File: src/rtl/cdu_pkg.sv
// cdu_pkg: shared widths, qualifier state encoding and angle scale for the CDU pulse counter
package cdu_pkg;
    localparam int CNT_W_DEFAULT = 15;
    localparam real ANGLE_LSB_DEG = 360.0 / 32768.0;
    typedef enum logic [1:0] {DISARMED, ARMED, COUNTING, DONE} qual_state_t;
endpackage

File: src/rtl/cdu_pulse_qual.sv
// cdu_pulse_qual: synchronizes one async pulse line and emits one strobe per high interval of at least MIN_HIGH cycles
module cdu_pulse_qual
    import cdu_pkg::*;
#(
    parameter int SYNC_STAGES = 2,
    parameter int MIN_HIGH = 4
) (
    input  logic clk,
    input  logic rst,
    input  logic pulse,
    output logic ev
);
    localparam int RW = $clog2(MIN_HIGH + 1);
    logic [SYNC_STAGES-1:0] sync;
    logic [RW-1:0] run;
    logic [RW-1:0] run_nx;
    logic s_hi;
    logic hit;
    qual_state_t state;
    assign s_hi = sync[SYNC_STAGES-1];
    assign run_nx = (state == COUNTING) ? run + RW'(1) : RW'(1);
    assign hit = run_nx == RW'(MIN_HIGH);
    // Synchronizer resets high so a line held high through reset reads as high and never arms
    always_ff @(posedge clk)
        sync <= rst ? '1 : {sync[SYNC_STAGES-2:0], pulse};
    always_ff @(posedge clk) begin
        if (rst) begin
            state <= DISARMED;
            run <= '0;
            ev <= 1'b0;
        end else begin
            ev <= 1'b0;
            case (state)
                ARMED, COUNTING: begin
                    if (s_hi) begin
                        run <= run_nx;
                        ev <= hit;
                        state <= hit ? DONE : COUNTING;
                    end else begin
                        state <= ARMED;
                    end
                end
                default: if (!s_hi) state <= ARMED;
            endcase
        end
    end
endmodule

File: src/rtl/cdu_pulse_counter.sv
// cdu_pulse_counter: wrapping angle register fed by qualified CDU +/- pulses, with zero, snapshot and over-rate flag
module cdu_pulse_counter
    import cdu_pkg::*;
#(
    parameter int SYNC_STAGES = 2,
    parameter int MIN_HIGH = 4,
    parameter int MIN_GAP = 64,
    parameter int CNT_W = CNT_W_DEFAULT
) (
    input  logic             clk,
    input  logic             rst,
    input  logic             ATpPGH,
    input  logic             ATmPGH,
    input  logic             cnt_zero,
    input  logic             snap_req,
    output logic             snap_ack,
    output logic [CNT_W-1:0] snap_val,
    output logic [CNT_W-1:0] count,
    output logic             ev_p,
    output logic             ev_m,
    output logic             rate_err,
    input  logic             rate_err_clr
);
    localparam int GW = $clog2(MIN_GAP + 1);
    localparam logic [GW-1:0] GAP_SAT = GW'(MIN_GAP);
    logic [GW-1:0] gap;
    logic [CNT_W-1:0] snap_cap;
    logic snap_pend;
    logic ev_any;
    cdu_pulse_qual #(.SYNC_STAGES(SYNC_STAGES), .MIN_HIGH(MIN_HIGH)) u_qual_p (
        .clk(clk), .rst(rst), .pulse(ATpPGH), .ev(ev_p)
    );
    cdu_pulse_qual #(.SYNC_STAGES(SYNC_STAGES), .MIN_HIGH(MIN_HIGH)) u_qual_m (
        .clk(clk), .rst(rst), .pulse(ATmPGH), .ev(ev_m)
    );
    assign ev_any = ev_p | ev_m;
    // Snapshot captures the pre-update count, then presents it one edge later
    always_ff @(posedge clk) begin
        if (rst) begin
            count <= '0;
            gap <= GAP_SAT;
            rate_err <= 1'b0;
            snap_pend <= 1'b0;
            snap_cap <= '0;
            snap_ack <= 1'b0;
            snap_val <= '0;
        end else begin
            count <= cnt_zero ? '0 :
                     (ev_p & ~ev_m) ? count + CNT_W'(1) :
                     (ev_m & ~ev_p) ? count - CNT_W'(1) : count;
            gap <= ev_any ? '0 : (gap == GAP_SAT) ? gap : gap + GW'(1);
            rate_err <= (ev_any & (gap < GAP_SAT)) | (rate_err & ~rate_err_clr);
            snap_pend <= snap_req;
            snap_cap <= snap_req ? count : snap_cap;
            snap_ack <= snap_pend;
            snap_val <= snap_pend ? snap_cap : snap_val;
        end
    end
endmodule

File: config.mk
export PLATFORM = sky130hd
export DESIGN_NAME = cdu_pulse_counter
export DESIGN_NICKNAME = d
export VERILOG_FILES = /design/src/rtl/cdu_pkg.sv /design/src/rtl/cdu_pulse_qual.sv /design/src/rtl/cdu_pulse_counter.sv
export SDC_FILE = /design/constraint.sdc
export NUM_CORES = 1
export LEC_CHECK = 0
export BUFFER_PORTS_ARGS = -buffer_cell sky130_fd_sc_hd__buf_2
export CORE_MARGIN = 3
export CORE_UTILIZATION = 58
export DETAILED_ROUTE_END_ITERATION = 10
export MAX_ROUTING_LAYER = met4
export PLACE_DENSITY = 0.8
export SYNTH_ARGS = -nofsm -noshare
export SYNTH_HDL_FRONTEND = slang
export SYNTH_SLANG_ARGS = --single-unit
export TNS_END_PERCENT = 5
File: constraint.sdc
create_clock -name clk -period 2.9 [get_ports clk]
set_input_delay 0.29 -clock clk [delete_from_list [all_inputs] [get_ports clk]]
set_output_delay 0.29 -clock clk [all_outputs]
set_load 0.05 [all_outputs]
# Yosys cells after proc, flatten, opt, wreduce, memory -nomap -nowiden
# Index checks and enable logic that the tools add are counted.
word_totals:
  reg_bits: 71
  latch_bits: 0
  ram_bits: 0
  rom_bits: 0
  inputBits: 7
  out_inout_bits: 34
  word_cells: 68
  mem_count: 0
op_classes:
  n_addsub: 5
  multipliers: 0
  div: 0
  n_lt_le_gt_ge: 1
  eq_ne: 10
  n_shift: 0
  muxes: 14
  n_bitwise: 13
  n_reduce_logical: 9
ops:
  columns: ["cell", "n"]
  rows:
  - ["$mux W15", 2]
  - ["$add A15 B1 Y15 const B", 1]
  - ["$sub A15 B1 Y15 const B", 1]
  - ["$mux W7", 2]
  - ["$mux W2", 6]
  - ["$reduce_or A2 Y1", 4]
  - ["$add A7 B1 Y7 const B", 1]
  - ["$eq A7 B7 Y1 const B", 1]
  - ["$lt A7 B7 Y1 const B", 1]
  - ["$not A1 Y1", 7]
  - ["$add A3 B1 Y3 const B", 2]
  - ["$eq A3 B3 Y1 const B", 2]
  - ["$mux W3", 2]
  - ["$ne A2 B2 Y1 const B", 3]
  - ["$reduce_or A3 Y1", 2]
  - ["$and A1 B1 Y1", 4]
  - ["$eq A2 B1 Y1 const B", 2]
  - ["$eq A2 B2 Y1 const B", 2]
  - ["$reduce_and A2 Y1", 2]
  - ["$mux W1", 2]
  - ["$or A1 B1 Y1", 2]
  - ["$reduce_bool A2 Y1", 1]

# Longest topological paths before layout
logic_depth:
  ltp_word: 6
  ltp_mapped: 11

# Cells and area by module
# A second synthesis with hierarchy kept.
unflattened:
  hier_cells: 361
  hier_area_um2: 3353.2
modules_own_cells:
  columns: ["mod", "n_inst", "cells_each", "area_each_um2", "seq_area_each_um2"]
  rows:
  - ["cdu_pulse_counter", 1, 293, 2712.6, 1101.1]
  - ["cdu_pulse_qual", 2, 34, 320.3, 160.2]

# Worst setup path after synthesis
# Ideal clock, no wire load.
synth_path:
  path_kind: "reg-to-reg"
  start: "register u_qual_m.ev"
  end: "register count[9]"
  setup_time_ps: 122
  arrival_time_ps: 2706
  path_slack_ps: 72
  stages_incl_launch_ff: 11
  n_path_buf: 0
  period_less_slack_ps: 2828
  path_cell_list: "dfxtp_1 -> inv_1 -> ha_1 -> inv_1 -> ha_1 -> a21o_1 -> a21oi_2 -> a21boi_2 -> a221oi_2 -> nor4_1 -> a311o_1"
synth_between:
  elab_chain_len: 3
synth_rtl:
  columns: ["element", "line", "source"]
  rows:
  - ["from (decl)", "cdu_pulse_qual.sv:11", "output logic ev"]
  - ["from (signal assigned)", "cdu_pulse_qual.sv:37", "ev <= hit;"]
  - ["$not A1 Y1", "cdu_pulse_counter.sv:49", "(ev_p & ~ev_m) ? count + CNT_W'(1) :"]
  - ["$and A1 B1 Y1", "cdu_pulse_counter.sv:49", null]
  - ["$mux W15 or $reduce_bool A2 Y1 (tied branches)", null, null]
  - ["to (signal assigned)", "cdu_pulse_counter.sv:48", "count <= cnt_zero ? '0 :"]
  - ["to (decl)", "cdu_pulse_counter.sv:18", "output logic [CNT_W-1:0] count,"]
# Parallel ways exist; a longest one is shown, timed or not.
# A chain may end at the register's enable or synchronous reset.

# Worst setup path in the final report
layout_path:
  start: "register u_qual_m.ev"
  end: "register count[13]"
# The elaborated chain is that of the path after synthesis.

==> metrics.yaml <==
dieArea_um2: 6800
avgViaCountPerCell: 5.520
grt_max_degree: 51
rsz0062_at_grt: "false"
yosysMostFrequentCell: "dfxtp_1"
synth_nets: 399
synth_compound_area_share_pct: 10.89
hold_depth: 2
antenna_found_initial: 0
synthDistinctLibCells: 46
crit_slowest_cell: "dfxtp_1"
core_area_um2: 5574
p_sw_uw: 459.6
avgSynthCellArea_um2: 9.189
fin_skew_ns: 0.006981
synth_seq_cells: 71
path_clk_slew_ns: 0.08
postCtsSetupRepairBufs: 0
muxShareOfSynthArea_pct: 10.33
max_stage_delay_ns: 0.35
cp.required_ns: 3.13
seqPwrFrac_pct: 49.8
ys.flop_type: "dfxtp_1"
cts_hold_buf: 0
yosysTopAreaCellShare_pct: 41.92
drive_gt1_share_pct: 16.95
fin_setup_tns_ns: 0
cp.arrival_ns: 2.84
r2r_slack_ns: 0.29
final_cells: 485
ctsResizeCount: 0
wl_per_cell_um: 14.73
dieWidth_um: 82.46
cts_sinks: 71
hold_slack_ns: 0.1253
first_iter_violations: 144
synthArstFlopShare_pct: 0
postRouteAntennaNets: 0
crit_chain: "inv_1, ha_1, inv_1, buf_4, ha_1, and3_2, nor2b_1, and3_1, a211oi_1, xor2_1, o21ai_1"
synthTopCellsByArea: "dfxtp_1 (42%), mux2i_1 (10%), ha_1 (8.1%)"
io_buffers: 40
grt_pass1_vias: 2555
ys.warnings.count: 0
critPathLaunchType: "flip-flop"
synth_top_cell_by_area: "dfxtp_1"
irDropWorstVdd_mv: 0.3898
r2r-end: "count[13]"
drv_cap: 0
fin_crit_ns: 2.614
dp_cells: 469
ff2ff_path_depth: 11
swShare_pct: 22.60
synthSimpleGateAreaFrac_pct: 19.70
synth_xor_area_share_pct: 4.391
dp_hpwl_mm: 5.157
slew_viol_final: 0
combinationalPowerShare_pct: 5.5
path_max_fanout: 9
dp_slack_ns: 0.3125
p_per_area_nw_per_um2: 529.1
rows: 27
synthTopCellsByCount: "dfxtp_1 (71), nor2_1 (59), mux2i_1 (35), a21oi_1 (25), ha_1 (22)"
vias: 2677
start_util_pct: 60.83
n_antenna_cell: 0
syn_to_final_growth_pct: 13.36
h-tree-depth: 3
setup_viol: 0
synth_top_family_by_area: "simple AND/OR/NAND/NOR gates"
p_leak_uw: 0.001715
gr-total-overflow: 0
clock_latency_ns: 0.34
wl_mm: 7.143
hold_end: "u_qual_m.sync[0]"
ys_seq_area_share_pct: 41.92
clk_path_buf_depth: 2
synth_edf_count: 0
outcome: "finished, final reports clean"
worst_pin_slew_ns: 0.9082
cts_inserted_buffers: 9
nNetsFinal: 438
finalHoldViolations: 0
min_path_type: "in2reg"
synth_area_um2: 3391
drc_errors: 0
grt_usage_pct: 23.91
power.internal_uw: 1574
finalCoreUtilization_pct: 68.96
path_class: "reg2reg"
cp-end-kind: "flip-flop"
cts_tree: "built"
synthAdderAreaFrac_pct: 8.708
ios: 41
worstReg2RegStart: "u_qual_m.ev"
place_congestion: 0.8630
firstDrtPassIters: 4
relSlewSlack_pct: 39.37
min-delay-start: "ATmPGH"
root_buffer: "clkbuf_8"
fmax_ghz: 0.3825
grt_pass1_wl_mm: 12.01
syn_inst: 369
setup_slack_ns: 0.2856
fin_crit_sh_pct: 90.15
p_clk_share_pct: 44.7
dieHeight_um: 82.46
layout by cell type (no fill, tap or decap), types with 4 or more instances in the layout:
cell type  synthesis  layout
dfxtp_1           71      71
a21oi_1           25      25
inv_1             14      14
o21ai_0           12      12
nand2b_1           8       8
mux2i_1           35      35
clkbuf_8           3      11
xor2_1             6       6
nor3_1             5       5
or2_2              5       5
a21o_1             4       4
nand2_1           17      17
nand3_1           12      12
xnor2_1           11      11
nor2b_1           10      10
buf_2              2      40
nor2_1            59      59
ha_1              22      22
worst max-delay path, delay by kind of cell, from the launching register on:
family	cells	cell delay (ns)
flops	1	0.35
buf+inv	3	0.56
xor+xnor	1	0.17
compound gates	2	0.35
simple gates	3	0.54
fa+ha+maj	2	0.52
stage by stage:
| step | cell area [um2] | total power, uW |
|---|---|---|
| 6_report | 3844 | 2034 |
| 5_1_grt | 3844 | 2099 |
| 4_1_cts | 3844 | 2044 |
| 3_5_place_dp | 3611 | 1148 |
| 3_3_place_gp | 3611 | 1143 |
| 2_1_floorplan | 3391 | 1125 |
worst max-delay path by stage:
stage / startpoint / end / slack [ns] / cells after the start
2_1_floorplan: u_qual_m.ev / count[9] / 0.07 / 10
3_3_place_gp: u_qual_m.ev / count[9] / 0.45 / 10
3_5_place_dp: u_qual_m.ev / count[13] / 0.31 / 11
4_1_cts: u_qual_m.ev / count[13] / 0.30 / 11
5_1_grt: u_qual_m.ev / count[9] / 0.07 / 10
6_report: u_qual_m.ev / count[13] / 0.29 / 11
logic make-up (layout without fill, tap and decap cells):
logic type | after synthesis | count (layout)
AND/OR/NAND/NOR | 135 | 135
buffers and inverters | 28 | 72
adder cells (fa/ha/maj) | 23 | 23
multiplexers | 35 | 35
XOR/XNOR | 17 | 17
AO/OA/AOI/OAI | 60 | 60
flip-flops | 71 | 71
power by group through the flow:
| stage | combinational, uW | sequential, uW | clock (uW) |
|---|---|---|---|
| 2_1_floorplan | 97.6 | 1030 | 0 |
| 3_3_place_gp | 109 | 1030 | 0 |
| 3_5_place_dp | 113 | 1030 | 0 |
| 4_1_cts | 114 | 1010 | 919 |
| 5_1_grt | 128 | 1010 | 956 |
| 6_report | 113 | 1010 | 909 |
routing by layer:
metal	track usage [%]	vias to the layer above	part of all wire, %
met1	29.95	1254	46
met3	3.905	11	4.0
met4	9.635	0	1.5
met5	-	-	0
li1	-	1346	-
met2	38.38	66	49
flip-flops by register name, indices dropped and copies added (netlist names), 2 cells and up:
signal and cells:
u_qual_p.sync 2, u_qual_m.run 3, u_qual_p.state 2, u_qual_m.state 2
snap_cap 15, u_qual_m.sync 2, gap 7, snap_val 15
count 15, u_qual_p.run 3
layout make-up:
type / count / area [um2]
fill: 466 / 1730
sequential: 71 / 1421
clock inverter: 4 / 77.57
timing repair buffer: 42 / 215.2
tap: 72 / 90.09
multi-input combinational: 270 / 1832
clock buffer: 12 / 155.1
inverter: 14 / 52.55
No activity file was read; power rests on OpenSTA's default activity.
